## src/rtl/cdc_glitch_filter.sv

```systemverilog
// Glitch filter for an already-synchronized level: the filtered level only follows
// the input after FILT_CNT consecutive differing samples; shorter excursions are counted.
module cdc_glitch_filter #(
   parameter int   FILT_CNT = 4,
   parameter logic RST_VAL  = 1'b0,
   parameter int   CNT_W    = $clog2(FILT_CNT + 1)
) (
   input  logic       clk,
   input  logic       rst,
   input  logic       en,
   input  logic       sync_in,
   input  logic       clr_cnt,
   output logic       filt_out,
   output logic       rise_pulse,
   output logic       fall_pulse,
   output logic       glitch_pulse,
   output logic [7:0] glitch_cnt
);

   typedef enum logic {STABLE = 1'b0, QUALIFY = 1'b1} state_t;

   localparam logic [CNT_W-1:0] CNT_LAST = CNT_W'(FILT_CNT - 1);

   state_t           state, state_nxt;
   logic [CNT_W-1:0] cnt, cnt_nxt;
   logic             filt_nxt, rise_nxt, fall_nxt, glitch_nxt;
   logic [7:0]       gcnt_nxt;

   always_ff @(posedge clk) begin
      if (rst) begin
         state        <= STABLE;
         cnt          <= '0;
         filt_out     <= RST_VAL;
         rise_pulse   <= 1'b0;
         fall_pulse   <= 1'b0;
         glitch_pulse <= 1'b0;
         glitch_cnt   <= 8'd0;
      end else begin
         state        <= state_nxt;
         cnt          <= cnt_nxt;
         filt_out     <= filt_nxt;
         rise_pulse   <= rise_nxt;
         fall_pulse   <= fall_nxt;
         glitch_pulse <= glitch_nxt;
         glitch_cnt   <= gcnt_nxt;
      end
   end

   always_comb begin
      state_nxt  = state;
      cnt_nxt    = cnt;
      filt_nxt   = filt_out;
      rise_nxt   = 1'b0;
      fall_nxt   = 1'b0;
      glitch_nxt = 1'b0;
      gcnt_nxt   = glitch_cnt;
      if (!en) begin
         // disabling abandons any excursion without counting it
         state_nxt = STABLE;
         cnt_nxt   = '0;
      end else if (sync_in != filt_out) begin
         if (cnt == CNT_LAST) begin
            state_nxt = STABLE;
            cnt_nxt   = '0;
            filt_nxt  = sync_in;
            rise_nxt  = sync_in;
            fall_nxt  = ~sync_in;
         end else begin
            state_nxt = QUALIFY;
            cnt_nxt   = cnt + 1'b1;
         end
      end else if (state == QUALIFY) begin
         state_nxt  = STABLE;
         cnt_nxt    = '0;
         glitch_nxt = 1'b1;
         if (glitch_cnt != 8'hFF) gcnt_nxt = glitch_cnt + 8'd1;
      end
      if (clr_cnt) gcnt_nxt = 8'd0;
   end

endmodule

```

## config.mk

```make
export PLATFORM = sky130hd
export DESIGN_NAME = cdc_glitch_filter
export DESIGN_NICKNAME = d
export VERILOG_FILES = /design/src/rtl/cdc_glitch_filter.sv
export SDC_FILE = /design/constraint.sdc
export NUM_CORES = 1
export LEC_CHECK = 0
export CAP_MARGIN = 20
export CORE_MARGIN = 2
export CORE_UTILIZATION = 45
export CTS_CLUSTER_SIZE = 40
export DETAILED_ROUTE_END_ITERATION = 10
export PLACE_DENSITY = 0.71
export SLEW_MARGIN = 5
export SYNTH_ARGS = -nofsm -noshare
export SYNTH_HDL_FRONTEND = slang
export SYNTH_SLANG_ARGS = --single-unit
```

## constraint.sdc

```tcl
create_clock -name clk -period 2.3 [get_ports clk]
set_input_delay 0.575 -clock clk [delete_from_list [all_inputs] [get_ports clk]]
set_output_delay 0.575 -clock clk [all_outputs]
set_load 0.02 [all_outputs]
```

==> flow_metrics.env <==
export IMPL_r2r_slack_ns=0.80
export IMPL_crit_required_ns=1.73
export IMPL_die_h_microns=44.3
export IMPL_async_flop_share_pct=0
export IMPL_crit_type="reg -> out"
export IMPL_cts_made_buffers=3
export IMPL_synth_cells=84
export IMPL_setup_worst_path_end_class="output port"
export IMPL_internal_power_w=0.000389
export IMPL_synth_distinct_cells=32
export IMPL_cts_hold_buf=0
export IMPL_rsz0062_at_grt="false"
export IMPL_initial_utilization_pct=48.5
export IMPL_cts_tree="done"
export IMPL_grt_met2_usage_pct=24.7
export IMPL_min_period_ns=1.99
export IMPL_fill_cells=137
export IMPL_final_nets=113
export IMPL_crit_chain="clkdlybuf4s50_1"
export IMPL_num_vias=649
export IMPL_place_hpwl_microns=1190
export IMPL_multi_input_area_sq_um=399
export IMPL_crit_arrival_ns=1.41
export IMPL_yosys_warnings=0
export IMPL_grt_use_total_pct=17.9
export IMPL_crit_path_end="filt_out"
export IMPL_synthTopCellsByArea="dfxtp_1 44%, a21oi_1 5.5%, nand2_1 5.1%"
export IMPL_power_switching_w=0.000110
export IMPL_powerDensity_nw_per_um2=521
export IMPL_initialDrtViolationCount=15
export IMPL_critPathLaunch="filt_out"
export IMPL_switching_share_pct=22.1
export IMPL_finalCritPeriodShare_pct=86.5
export IMPL_p_leak_nw=0.339
export IMPL_critPathLaunchType="register"
export IMPL_seq_area_sq_um=320
export IMPL_crit_cells=1
export IMPL_cts_sinks=16
export IMPL_synth_edf_count=0
export IMPL_cts_resized=0
export IMPL_dpl_cell_area_sq_um=922
export IMPL_wl_per_cell_microns=12.9
export IMPL_maxSlewViolCount=0
export IMPL_finalHoldViolCount=0
export IMPL_cap_violations=0
export IMPL_grt_max_degree=10
export IMPL_critPathBufInv=1
export IMPL_core_area_sq_um=1510
export IMPL_tightest_slew_ns=0.401
export IMPL_synth_avg_cell_area_sq_um=8.70
export IMPL_worstReg2RegStart="glitch_cnt[0]"
export IMPL_fin_area_sq_um=958
export IMPL_grt_busiest_layer="met2"
export IMPL_netlist_area_sq_um=731
export IMPL_diodes=0
export IMPL_cts_root_buf="clkbuf_4"
export IMPL_cp_slowest_cell="clkdlybuf4s50_1"
export IMPL_tns_ns=0
export IMPL_grtUsageMet3_pct=5.31
export IMPL_slew_headroom_pct=73.1
export IMPL_htreeDepth=1
export IMPL_yosys_register_bits=16
export IMPL_cpPeakStageDelay_ns=0.66
export IMPL_totalWireLength_microns=1560
export IMPL_status="complete, no violations"
export IMPL_gp_congestion=0.806
export IMPL_setup_viol=0
export IMPL_mostFrequentLayoutCells="16 x dfxtp_1, 16 x clkdlybuf4s50_1, 10 x nand2_1"
export IMPL_fmax_mhz=503
export IMPL_insertion_delay_ns=0.29
export IMPL_numPortBuffers=16
export IMPL_firstDrtPassIters=4
export IMPL_synth_top_area_cell="dfxtp_1"
export IMPL_cts_path_max_buffers=2
export IMPL_ys_seq_area_share_pct=43.8
export IMPL_ios=17
export IMPL_critPathTopFamily="buffers and inverters"
export IMPL_grt_first_pass_wirelength_microns=2440
export IMPL_grt_ovfl_total=0
export IMPL_synth_fp_nets=91
export IMPL_die_width_microns=44.3
export IMPL_cp_max_fo=6
export IMPL_power_share_sequential_pct=56.3
export IMPL_grt_pass1_vias=566
export IMPL_fp_row_count=14
export IMPL_hp_class="reg -> reg"
export IMPL_yosysTopAreaCellShare_pct=43.8
export IMPL_synth_main_ff_cell="dfxtp_1"
export IMPL_clk_pin_slew_worst_paths_ns=0.09
export IMPL_drive_gt1_share_pct=9.52
export IMPL_ir_drop_mv=0.390
export IMPL_clockPowerShare_pct=38.1
export IMPL_syn_to_final_growth_pct=31.2
export IMPL_reg2reg_depth=5
export IMPL_route_detailed_drc=0
export IMPL_post_cts_buffers=0
export IMPL_antenna_left=0
export IMPL_grtUsageMet1_pct=23.9
export IMPL_dieArea_sq_um=1960
export IMPL_routed_via_density=5.36
export IMPL_skew_ns=0.00674
export IMPL_r2r_end="glitch_cnt[0]"
export IMPL_combPwrFrac_pct=5.5
export IMPL_antenna_found_initial=0
-- power by group through the flow --
stage | logic (W) | registers [W] | clock network (W)
global placement | 0.0000277 | 0.000287 | 0
floorplan | 0.0000134 | 0.000287 | 0
finish | 0.0000277 | 0.000281 | 0.000190
CTS | 0.0000277 | 0.000281 | 0.000194
global route | 0.0000305 | 0.000281 | 0.000207
detailed placement | 0.0000277 | 0.000287 | 0
-- sequential cells by signal, indices dropped and copies added, names as in the netlist --
name,cells
cnt,3
glitch_cnt,8
filt_out,1
glitch_pulse,1
rise_pulse,1
fall_pulse,1
state,1
-- per-stage QoR --
step                      hold slack [ns]  utilization, %  cells  total power [W]  setup WS (ns)
after detailed placement            0.479            61.2    117         0.000315          0.159
final                               0.499            63.6    121         0.000499          0.311
after floorplan                     0.449               -     84         0.000301          0.775
after global placement              0.472            61.2    117         0.000315          0.181
after CTS                           0.495            63.6    121         0.000503          0.299
after global routing                0.531            63.6    121         0.000519          0.247
-- cell type report --
type | count | share of cell area (%)
timing repair buffer | 18 | 18.3
clock buffer | 4 | 3.79
multi-input combinational | 65 | 41.6
sequential | 16 | 33.4
tap | 16 | 2.09
inverter | 2 | 0.783
-- how the worst min path moves through the flow --
stage | startpoint | end | cells past startpoint
2_1_floorplan | cnt[0] | cnt[0] | 2
3_3_place_gp | cnt[0] | cnt[0] | 2
3_5_place_dp | cnt[0] | cnt[0] | 2
4_1_cts | cnt[0] | cnt[0] | 2
5_1_grt | cnt[1] | cnt[1] | 2
6_report | cnt[1] | cnt[1] | 2
-- routing by layer --
layer / vias to the layer above / part of all wire (%)
met4: 0 / 1.3
li1: 349 / -
met5: - / 0
met1: 282 / 51
met3: 2 / 4.2
met2: 16 / 43
-- cells by family after synthesis --
| group | synth area share, % |
|---|---|
| mux | 1.37 |
| flops | 43.8 |
| buf+inv | 1.54 |
| simple gates | 32.7 |
| compound gates | 13.7 |
| xor+xnor | 3.43 |
| fa+ha+maj | 3.42 |
-- synthesized netlist by cell type (2+ instances only) --
master	number
a211oi_1	2
a21oi_1	8
a31oi_1	2
and3_1	2
and4b_1	2
dfxtp_1	16
ha_1	2
inv_1	2
nand2_1	10
nand3_1	5
nor2_1	7
nor3_1	5
or3_1	2
Power figures use the tool's default switching activity.
